--- config.mk ---
export PLATFORM = sky130hd
export DESIGN_NAME = oserdes_lane_feeder_flat
export DESIGN_NICKNAME = d
export VERILOG_FILES = /design/src/rtl/oserdes_feeder_pkg.sv /design/src/rtl/oserdes_lane_feeder_if.sv /design/src/rtl/oserdes_feeder_fifo.sv /design/src/rtl/oserdes_lane_feeder.sv /design/src/flat_wrapper.sv
export SDC_FILE = /design/constraint.sdc
export NUM_CORES = 1
export LEC_CHECK = 0
export ABC_CLOCK_PERIOD_IN_PS = 3070
export BUFFER_PORTS_ARGS = -buffer_cell sky130_fd_sc_hd__buf_2
export CAP_MARGIN = 20
export CORE_MARGIN = 5
export CORE_UTILIZATION = 56
export CTS_BUF_LIST = sky130_fd_sc_hd__clkbuf_2 sky130_fd_sc_hd__clkbuf_4 sky130_fd_sc_hd__clkbuf_8
export CTS_CLUSTER_DIAMETER = 60
export DETAILED_ROUTE_END_ITERATION = 8
export MAX_ROUTING_LAYER = met4
export PLACE_DENSITY = 0.88
export SLEW_MARGIN = 20
export SYNTH_ARGS = -nofsm -noshare
export SYNTH_HDL_FRONTEND = slang
export SYNTH_SLANG_ARGS = --single-unit
--- constraint.sdc ---
create_clock -name clock -period 3.07 [get_ports clock]
set_input_delay 0.4605 -clock clock [delete_from_list [all_inputs] [get_ports clock]]
set_output_delay 0.4605 -clock clock [all_outputs]
set_load 0.1 [all_outputs]
--- src/rtl/oserdes_feeder_pkg.sv ---
// oserdes_feeder_pkg: shared types and helpers for the OSERDES lane feeder.
//   feeder_state_t   - sequencer states
//   PRBS7_TAPS       - x^7 + x^6 + 1 feedback taps (bits 6 and 5)
//   rep_idle()       - replicates one idle word across all lanes
package oserdes_feeder_pkg;

    typedef enum logic [1:0] {IDLE, ALIGN, STREAM, DRAIN} feeder_state_t;

    localparam logic [6:0] PRBS7_TAPS = 7'b110_0000;

    // Widest lane bus supported: 16 lanes x 10 bits.
    localparam int MAX_BUS = 160;

    // The result is MAX_BUS wide. Callers keep the low lanes*width bits.
    function automatic logic [MAX_BUS-1:0] rep_idle(input logic [9:0] word,
                                                    input int width,
                                                    input int lanes);
        logic [MAX_BUS-1:0] r;
        logic [9:0]         m;
        r = '0;
        m = 10'((1 << width) - 1);
        for (int k = 0; k < lanes; k++)
            r = (r << width) | {{(MAX_BUS-10){1'b0}}, word & m};
        return r;
    endfunction

endpackage

--- src/rtl/oserdes_lane_feeder_if.sv ---
// oserdes_lane_feeder_if: valid/ready word stream into the lane feeder.
//   in_valid - word valid (master -> slave)
//   in_ready - feeder can accept (slave -> master)
//   in_data  - LANES*WIDTH word; lane k sits at [k*WIDTH +: WIDTH]
interface oserdes_lane_feeder_if #(
    parameter int WIDTH = 4,
    parameter int LANES = 4
);
    logic                   in_valid;
    logic                   in_ready;
    logic [LANES*WIDTH-1:0] in_data;

    modport master (output in_valid, output in_data, input in_ready);
    modport slave  (input in_valid, input in_data, output in_ready);
endinterface

--- src/rtl/oserdes_feeder_fifo.sv ---
// oserdes_feeder_fifo: single-clock FIFO with occupancy count.
//   clock, reset    - clock; synchronous active-high reset
//   flush           - empties the FIFO on the next edge
//   push/wdata      - write, ignored when full
//   pop/rdata       - read; rdata shows the head entry whenever not empty
//   full/empty/level - status
// DEPTH must be a power of two so that the pointers wrap naturally.
module oserdes_feeder_fifo #(
    parameter int DW    = 16,
    parameter int DEPTH = 8,
    localparam int AW   = $clog2(DEPTH),
    localparam int LW   = $clog2(DEPTH+1)
) (
    input  logic          clock,
    input  logic          reset,
    input  logic          flush,
    input  logic          push,
    input  logic [DW-1:0] wdata,
    input  logic          pop,
    output logic [DW-1:0] rdata,
    output logic          full,
    output logic          empty,
    output logic [LW-1:0] level
);
    logic [DW-1:0] mem [DEPTH];
    logic [AW-1:0] wr_ptr, rd_ptr;
    logic          do_push, do_pop;

    assign full    = (level == LW'(DEPTH));
    assign empty   = (level == '0);
    assign do_push = push & ~full;
    assign do_pop  = pop & ~empty;
    assign rdata   = mem[rd_ptr];

    always_ff @(posedge clock) begin
        if (do_push)
            mem[wr_ptr] <= wdata;
    end

    always_ff @(posedge clock) begin
        if (reset || flush) begin
            wr_ptr <= '0;
            rd_ptr <= '0;
            level  <= '0;
        end else begin
            if (do_push) wr_ptr <= wr_ptr + 1'b1;
            if (do_pop)  rd_ptr <= rd_ptr + 1'b1;
            level <= level + LW'(do_push) - LW'(do_pop);
        end
    end
endmodule

--- src/rtl/oserdes_lane_feeder.sv ---
// oserdes_lane_feeder: buffers wide words and feeds a bank of serializers
// in lock-step, with bonded start, idle fill and underrun detection.
//   clock, reset        - word clock; synchronous active-high reset
//   enable, pll_lock    - stream enable; fast-clock PLL lock
//   in_if (slave)       - in_valid / in_ready / in_data word stream
//   oserdes_d/_load     - registered parallel word and per-lane load strobe
//   bond_sync_in/_out   - channel-bond start pulse (slave in / master out)
//   fifo_level          - FIFO occupancy
//   underrun, clear_status - sticky underrun flag and its clear
// Build option: OSERDES_LANE_FEEDER_PRBS_EN replaces the fixed idle word with
// a free-running PRBS7 word (seed 7'h7F), identical on every lane.
module oserdes_lane_feeder
    import oserdes_feeder_pkg::*;
#(
    parameter int         WIDTH        = 4,
    parameter int         LANES        = 4,
    parameter int         DEPTH        = 8,
    parameter int         START_LEVEL  = 2,
    parameter int         BOND_MASTER  = 1,
    parameter logic [9:0] IDLE_PATTERN = 10'b0101010101
) (
    input  logic                         clock,
    input  logic                         reset,
    input  logic                         enable,
    input  logic                         pll_lock,
    oserdes_lane_feeder_if.slave         in_if,
    output logic [LANES*WIDTH-1:0]       oserdes_d,
    output logic [LANES-1:0]             oserdes_load,
    input  logic                         bond_sync_in,
    output logic                         bond_sync_out,
    output logic [$clog2(DEPTH+1)-1:0]   fifo_level,
    output logic                         underrun,
    input  logic                         clear_status
);
    localparam int             BUS      = LANES * WIDTH;
    localparam int             LW       = $clog2(DEPTH+1);
    localparam logic [LW-1:0]  START_LV = LW'(START_LEVEL);

    feeder_state_t      state;
    logic               rdy_en, full, empty, pop;
    logic [BUS-1:0]     rdata, idle_bus;
    logic [9:0]         idle_w;
    logic [MAX_BUS-1:0] idle_rep;
    logic               unused_rep;

`ifdef OSERDES_LANE_FEEDER_PRBS_EN
    logic [6:0]       prbs_q, prbs_n;
    logic [WIDTH-1:0] prbs_word;

    // Advance WIDTH bits per word; the first generated bit ends up in the MSB.
    always_comb begin
        prbs_n    = prbs_q;
        prbs_word = '0;
        for (int b = 0; b < WIDTH; b++) begin
            prbs_word = {prbs_word[WIDTH-2:0], ^(prbs_n & PRBS7_TAPS)};
            prbs_n    = {prbs_n[5:0], ^(prbs_n & PRBS7_TAPS)};
        end
    end

    always_ff @(posedge clock) begin
        if (reset) prbs_q <= 7'h7F;
        else       prbs_q <= prbs_n;
    end

    assign idle_w = 10'(prbs_word);
`else
    assign idle_w = IDLE_PATTERN;
`endif

    assign idle_rep   = rep_idle(idle_w, WIDTH, LANES);
    assign idle_bus   = idle_rep[BUS-1:0];
    assign unused_rep = ^idle_rep;

    // rdy_en keeps in_ready low during reset and lets it rise one cycle later.
    assign in_if.in_ready = rdy_en & pll_lock & ~full;
    assign pop = pll_lock & ~empty & ((state == STREAM) || (state == DRAIN));

    oserdes_feeder_fifo #(.DW(BUS), .DEPTH(DEPTH)) u_fifo (
        .clock (clock),
        .reset (reset),
        .flush (~pll_lock),
        .push  (in_if.in_valid & in_if.in_ready),
        .wdata (in_if.in_data),
        .pop   (pop),
        .rdata (rdata),
        .full  (full),
        .empty (empty),
        .level (fifo_level)
    );

    always_ff @(posedge clock) begin
        if (reset) begin
            state         <= IDLE;
            oserdes_d     <= idle_bus;
            oserdes_load  <= '0;
            bond_sync_out <= 1'b0;
            underrun      <= 1'b0;
            rdy_en        <= 1'b0;
        end else begin
            rdy_en        <= 1'b1;
            bond_sync_out <= 1'b0;
            oserdes_load  <= '0;
            oserdes_d     <= idle_bus;
            // A same-cycle underrun below overrides this clear.
            if (clear_status) underrun <= 1'b0;

            if (!pll_lock) begin
                state <= IDLE;
            end else begin
                case (state)
                    IDLE: begin
                        if (enable && fifo_level >= START_LV) begin
                            state <= ALIGN;
                            // Master pulses while in ALIGN so bonded slaves
                            // leave ALIGN on the same edge as the master.
                            bond_sync_out <= (BOND_MASTER != 0);
                        end
                    end
                    ALIGN: begin
                        if (!enable)
                            state <= IDLE;
                        else if (BOND_MASTER != 0 || bond_sync_in)
                            state <= STREAM;
                    end
                    STREAM: begin
                        if (!empty) begin
                            oserdes_d    <= rdata;
                            oserdes_load <= '1;
                            if (!enable) state <= DRAIN;
                        end else if (!enable) begin
                            state <= IDLE;
                        end else begin
                            oserdes_load <= '1;
                            underrun     <= 1'b1;
                            state        <= IDLE;
                        end
                    end
                    DRAIN: begin
                        if (!empty) begin
                            oserdes_d    <= rdata;
                            oserdes_load <= '1;
                        end else begin
                            state <= IDLE;
                        end
                    end
                    default: state <= IDLE;
                endcase
            end
        end
    end
endmodule

--- src/flat_wrapper.sv ---
// flat-port wrapper written by rule: the top's interface ports become plain ports
module oserdes_lane_feeder_flat import oserdes_feeder_pkg::*;
#(
    parameter int         WIDTH        = 4,
    parameter int         LANES        = 4,
    parameter int         DEPTH        = 8,
    parameter int         START_LEVEL  = 2,
    parameter int         BOND_MASTER  = 1,
    parameter logic [9:0] IDLE_PATTERN = 10'b0101010101
)
  (clock, reset, enable, pll_lock, oserdes_d, oserdes_load, bond_sync_in, bond_sync_out, fifo_level, underrun, clear_status, in_if_in_valid, in_if_in_data, in_if_in_ready);
  oserdes_lane_feeder_if #(.WIDTH(WIDTH), .LANES(LANES)) in_if_i ();
  input  logic clock;
  input  logic reset;
  input  logic enable;
  input  logic pll_lock;
  output logic [LANES*WIDTH-1:0] oserdes_d;
  output logic [LANES-1:0] oserdes_load;
  input  logic bond_sync_in;
  output logic bond_sync_out;
  output logic [$clog2(DEPTH+1)-1:0] fifo_level;
  output logic underrun;
  input  logic clear_status;
  input wire logic [$bits(in_if_i.in_valid)-1:0] in_if_in_valid;
  input wire logic [$bits(in_if_i.in_data)-1:0] in_if_in_data;
  output wire logic [$bits(in_if_i.in_ready)-1:0] in_if_in_ready;
  assign in_if_i.in_valid = in_if_in_valid;
  assign in_if_i.in_data = in_if_in_data;
  assign in_if_in_ready = in_if_i.in_ready;
  oserdes_lane_feeder #(.WIDTH(WIDTH), .LANES(LANES), .DEPTH(DEPTH), .START_LEVEL(START_LEVEL), .BOND_MASTER(BOND_MASTER), .IDLE_PATTERN(IDLE_PATTERN)) u_core (.clock(clock), .reset(reset), .enable(enable), .pll_lock(pll_lock), .in_if(in_if_i), .oserdes_d(oserdes_d), .oserdes_load(oserdes_load), .bond_sync_in(bond_sync_in), .bond_sync_out(bond_sync_out), .fifo_level(fifo_level), .underrun(underrun), .clear_status(clear_status));
endmodule
; ---- After elaboration in Yosys (flattened, before gate mapping)
; Memories as Yosys holds them, arrays and structs flattened. A register that Yosys moved wholly into a read port is not among the register bits.
; Cells that the tools add are included.
[word_totals]
mem_count = 1
out_inout_bits = 27
ramBits = 128
ff_bits = 19
word_cells = 62
in_bits = 23
[mem_list]
columns = name, depth, width, rd, rd_ports_with_merged_regs, wr, line_no
row1 = u_core.u_fifo.mem, 8, 16, 1, 1, 1, oserdes_feeder_fifo.sv:25  ; logic [DW-1:0] mem [DEPTH];
[op_classes]
eq_ne = 7
n_bitwise = 12
addsub = 4
n_lt_le_gt_ge = 1
mux = 19
n_reduce_logical = 10
[op_table]
columns = op, n
row1 = $mux 4, 3
row2 = $mux 2, 5
row3 = $mux 1, 9
row4 = $pmux 2 s4, 1
row5 = $pmux 4 s2, 1
row6 = $and 1x1->1, 7
row7 = $add 3x1->3 const B, 2
row8 = $not 1->1, 5
row9 = $add 4x1->4, 1
row10 = $eq 2x2->1 const B, 2
row11 = $eq 4x4->1 const B, 1
row12 = $ge 4x2->1 const B, 1
row13 = $logic_not 4->1, 1
row14 = $ne 2x1->1 const B, 2
row15 = $reduce_or 2->1, 2
row16 = $reduce_or 4->1, 1
row17 = $sub 4x1->4, 1
row18 = $ne 3x2->1 const B, 1
row19 = $reduce_and 3->1, 1
row20 = $reduce_or 3->1, 1
row21 = $eq 2x1->1 const B, 1
row22 = $logic_not 2->1, 1
row23 = $logic_or 1x1->1, 2
row24 = $logic_and 1x1->1, 1

; ---- Longest topological paths before layout
[depth]
depth_word = 7
mapped_depth = 11

; ---- Modules after synthesis
; Synthesis repeated with hierarchy kept, for this count alone.
[hier_totals]
hier_cells = 331
hier_area_um2 = 6328.6
[modules_own_cells]
columns = module, area_each_um2, cells_per_inst, n_inst, seq_area_each_um2
row1 = oserdes_feeder_fifo, 5629.1, 266, 1, 4103.9
row2 = oserdes_lane_feeder, 699.4, 65, 1, 440.4

; ---- Worst setup path before layout
; Ideal clock, no wire load.
[synth_timing]
path_kind = register to register
from = register u_core.u_fifo.level[2]
to = memory u_core.u_fifo.mem[0][0] (enable)
period_less_slack_ps = 3702
setup_time_ps = 430
stages_incl_launch_ff = 6
t_arrival_ps = 3272
path_slack_ps = -632
path_cell_list = dfxtp_1 -> inv_1 -> ha_1 -> or3b_2 -> nand2_1 -> nor4_1
[synth_between]
elab_chain_len = 7
[synth_lines]
columns = item, line_no
row1 = "start, declared", oserdes_feeder_fifo.sv:23  ; output logic [LW-1:0] level
row2 = "start signal, assigned", oserdes_feeder_fifo.sv:48  ; level <= level + LW'(do_push) - LW'(do_pop);
row3 = $eq 4x4->1 (*), oserdes_feeder_fifo.sv:29  ; assign full = (level == LW'(DEPTH));
row4 = $not 1->1 (*), "oserdes_feeder_fifo.sv:31, oserdes_lane_feeder.sv:75"
row5 = $and 1x1->1, oserdes_lane_feeder.sv:75  ; assign in_if.in_ready = rdy_en & pll_lock & ~full;
row6 = $and 1x1->1, oserdes_lane_feeder.sv:82  ; .push (in_if.in_valid & in_if.in_ready),
row7 = $and 1x1->1 (*), oserdes_feeder_fifo.sv:31  ; assign do_push = push & ~full;
row8 = $mux 1 (*), oserdes_feeder_fifo.sv:36  ; if (do_push)
row9 = $mux 1 (not written as such) (*), oserdes_feeder_fifo.sv:37  ; mem[wr_ptr] <= wdata;
row10 = "end, declared", oserdes_feeder_fifo.sv:25
; Every way passes the cells marked *; elsewhere a longest branch is shown, timed or not.

; ---- Worst setup path in the final report
[layout_timing]
from = register u_core.u_fifo.level[2]
to = register u_core.u_fifo.level[2]
[layout_between]
elab_chain_len = 7
word_cells_on_any_way = 12
[layout_lines]
columns = item, line_no
row1 = $eq 4x4->1, oserdes_feeder_fifo.sv:29
row2 = $not 1->1, "oserdes_feeder_fifo.sv:31, oserdes_lane_feeder.sv:75"
row3 = $and 1x1->1, oserdes_lane_feeder.sv:75
row4 = $and 1x1->1, oserdes_lane_feeder.sv:82
row5 = $and 1x1->1, oserdes_feeder_fifo.sv:31
row6 = $add 4x1->4, oserdes_feeder_fifo.sv:48
row7 = $sub 4x1->4 (*), oserdes_feeder_fifo.sv:48
; Marks and branches as above.
; A chain may end at the register's enable or synchronous reset.

==> impl_metrics.ini <==
[synthesis]
ys_seq_elements = 160
synth-simple-area-share_pct = 5.92
yosysUniqueCellTypes = 39
synthCells = 383
mappedNetlistArea_um2 = 6190
synth_area_per_cell_um2 = 16.2
synth_nets = 415
yosys-mux-area-fraction_pct = 10.8
synth_top_family_by_area = multiplexers
synth-seq-area-share_pct = 72.4
synth_compound_area_share_pct = 6.15
synth_warnings = 0
synthAdderAreaFrac_pct = 1.94
yosys.area_share.xor_xnor_pct = 0.141

[sta]
rsz0062_at_grt = false
tns_ns = 0
hold_ws_ns = 0.233
tightest_slew_ns = 0.822
finalCritPeriodShare_pct = 83.6
layout_setup_ws_ns = 0.505
worst_clock_skew_ns = 0.0137
max_freq_mhz = 390
drv_slew = 0
finalSetupViolCount = 0
relSlewSlack_pct = 45.1
finalHoldViolCount = 0
post-route-min-period_ns = 2.57

[drt]
via_per_inst = 5.78
ant_nets = 0
first_iter_violations = 306
vias = 3458
postRouteWirelength_mm = 11.5
routedWlPerCell_um = 19.2
drc = 0
firstDrtPassIters = 5

[floorplan]
ioPinCount = 50
dieArea_um2 = 13300
die_h_um = 115
start_util_pct = 57.1
rows = 38
die-width_um = 115
design.core.area_um2 = 10800

[worst_setup_path]
critical-path-max-stage-delay_ns = 0.49
worstPathRequired_ns = 3.41
endpoint = u_core.u_fifo.level[2]$_SDFF_PP0_
endpoint_kind = flop
crit_path_start_kind = flop
path_cells = inv_1, ha_1, or3b_2, nand2_1, ha_1, inv_1, ha_1, inv_1, fa_1, xor2_1, nor2_1
crit_start = u_core.u_fifo.level[2]$_SDFF_PP0_
r2r_end = u_core.u_fifo.level[2]$_SDFF_PP0_
critPathSlowestCell = or3b_2
crit_arrival_ns = 2.91
r2r.worst_path.cells = 11
rrSetupSlack_ns = 0.50
path_max_fanout = 5
r2r-start = u_core.u_fifo.level[2]$_SDFF_PP0_
worstSetupPathType = reg -> reg

[layout]
fillers = 753
final_cells = 598
area_growth_pct = 13.1
final_util_pct = 64.6
nets = 477
seqCellArea_um2 = 4490
stdcell_area_um2 = 7000
antennaDiodeCount = 0
final_layout_size_suffix_gt1_share_pct = 26.2
multiInputGateArea_um2 = 1580

[clock_network]
cts.sinks = 160
clk_pin_slew_worst_paths_ns = 0.09
cts_buffer_depth = 2
hold_buffers = 0
cts.repair.resized = 0
clk_latency_ns = 0.46
cts_buffers = 17
cts_setup_buffers = 0
htree_levels = 4
cts-root-buf = clkbuf_8
cts_tree = done

[min_path]
hp-class = in -> reg

[place]
placed_cell_area_um2 = 6620
dp_hpwl_mm = 7.00
gp_congestion = 0.813
port_buffers = 48
post-place-ws_ns = 0.518
dp_cells = 566

[pwr]
vdd_drop_max_mv = 0.311
fin_total_pwr_mw = 3.90
switching_share_pct = 22.0
power_frac_comb_pct = 1.8
leakagePower_nw = 2.38
power.density_nw_per_um2 = 556
power.switching_uw = 856
p_int_mw = 3.04
seq_power_share_pct = 60.2
p_clk_share_pct = 38.0

[grt]
grt-ovfl-total = 0
antenna_found_initial = 0
grt_pass1_wl_mm = 18.1
grt_pass1_vias = 3450
grt_max_degree = 40
grt_usage_pct = 19.0

[status]
outcome = finished clean

[flow_run]
drv_cap = 0
cell usage in the layout (no fill, tap or decap), drive strengths merged, types with 4 or more instances in the layout:
cell,netlist,final
clkbuf,2,18
edfxtp,128,128
and3,10,10
a21oi,10,10
ha,8,8
nand2b,7,7
buf,16,61
a22oi,16,16
nor2b,4,4
dfxtp,32,32
inv,10,20
a22o,8,8
nor3,6,6
o22ai,8,8
nor2,7,7
mux2i,49,49
o21ai,12,12
nand3,8,8
mux2,16,16
nand2,8,8
sequential cells by signal, summed over array words and instances, names as in the netlist, 2 cells and up:
name,count
u_core.state,2
u_core.u_fifo.rd_ptr,3
u_core.u_fifo.mem,128
u_core.oserdes_d,16
u_core.u_fifo.level,4
u_core.u_fifo.wr_ptr,3
metal layers:
metal / global-route usage (%) / up-vias / routed length [um]
met3: 6.26 / 20 / 776
met4: 5.01 / 0 / 161
met1: 23.6 / 1724 / 4760
met5: - / - / 0
li1: - / 1597 / -
met2: 30.3 / 117 / 5770
worst min path at each step:
stage / from / end / slack (ns) / depth (start not counted)
6_report: reset / u_core.underrun$_SDFF_PP0_ / 0.23 / 2
5_1_grt: reset / u_core.underrun$_SDFF_PP0_ / 0.19 / 2
4_1_cts: reset / u_core.rdy_en$_DFF_P_ / 0.20 / 2
3_5_place_dp: u_core.underrun$_SDFF_PP0_ / u_core.underrun$_SDFF_PP0_ / 0.48 / 2
3_3_place_gp: u_core.underrun$_SDFF_PP0_ / u_core.underrun$_SDFF_PP0_ / 0.46 / 2
2_1_floorplan: u_core.state[0]$_SDFFE_PP0P_ / u_core.state[1]$_SDFFE_PP0P_ / 0.47 / 2
critical path: cells and delay by family, from the launching register on:
kind	cells	cell delay (ns)
fa+ha+maj	4	0.98
simple gates	3	0.80
flops	1	0.32
buf+inv	3	0.21
xor+xnor	1	0.14
cell usage after synthesis:
master	instances	area (um2)
edfxtp_1	128	3840
mux2i_1	49	490
dfxtp_1	32	641
a22oi_1	16	120
mux2_2	16	180
a21oi_1	10	50.1
and3_1	10	62.6
inv_1	10	37.5
a22o_1	8	70.1
ha_1	8	100
nand3_1	8	40.0
o21ai_1	8	40.0
o22ai_1	8	50.1
buf_4	7	52.6
nand2_1	7	26.3
nand2b_1	7	43.8
nor2_1	7	26.3
nor3_1	5	25.0
nor2b_1	4	25.0
o21ai_0	4	20.0
and2_1	3	18.8
buf_1	3	11.3
buf_2	3	15.0
buf_6	3	33.8
o31ai_1	2	15.0
or3_1	2	12.5
or3b_2	2	17.5
or4_1	2	15.0
a211oi_1	1	7.51
a21o_1	1	7.51
clkbuf_1	1	3.75
clkbuf_2	1	5.00
fa_1	1	20.0
nand2_2	1	6.26
nor3_2	1	10.0
nor3b_2	1	12.5
nor3b_4	1	18.8
nor4_1	1	6.26
xor2_1	1	8.76
layout make-up:
class,instances,share of cell area (%)
clock inverters,14,2.02
flip-flops and latches,160,64.1
multi-input cells,195,22.6
repair buffers,61,4.82
inverters,10,0.536
clock buffers,18,3.45
well taps,140,2.50
power groups by stage:
stage          logic [mW]  clock network (mW)  registers (mW)
2_1_floorplan      0.0260                   0            2.40
3_3_place_gp       0.0652                   0            2.40
3_5_place_dp       0.0708                   0            2.40
4_1_cts            0.0713                1.51            2.35
5_1_grt            0.0791                1.61            2.35
6_report           0.0713                1.48            2.35
cell families after synthesis:
family / Yosys count
flip-flops: 160
AO/OA/AOI/OAI: 58
adder cells (fa/ha/maj): 9
buffers and inverters: 28
multiplexers: 65
AND/OR/NAND/NOR: 62
XOR/XNOR: 1
Power figures use the tool's default switching activity.
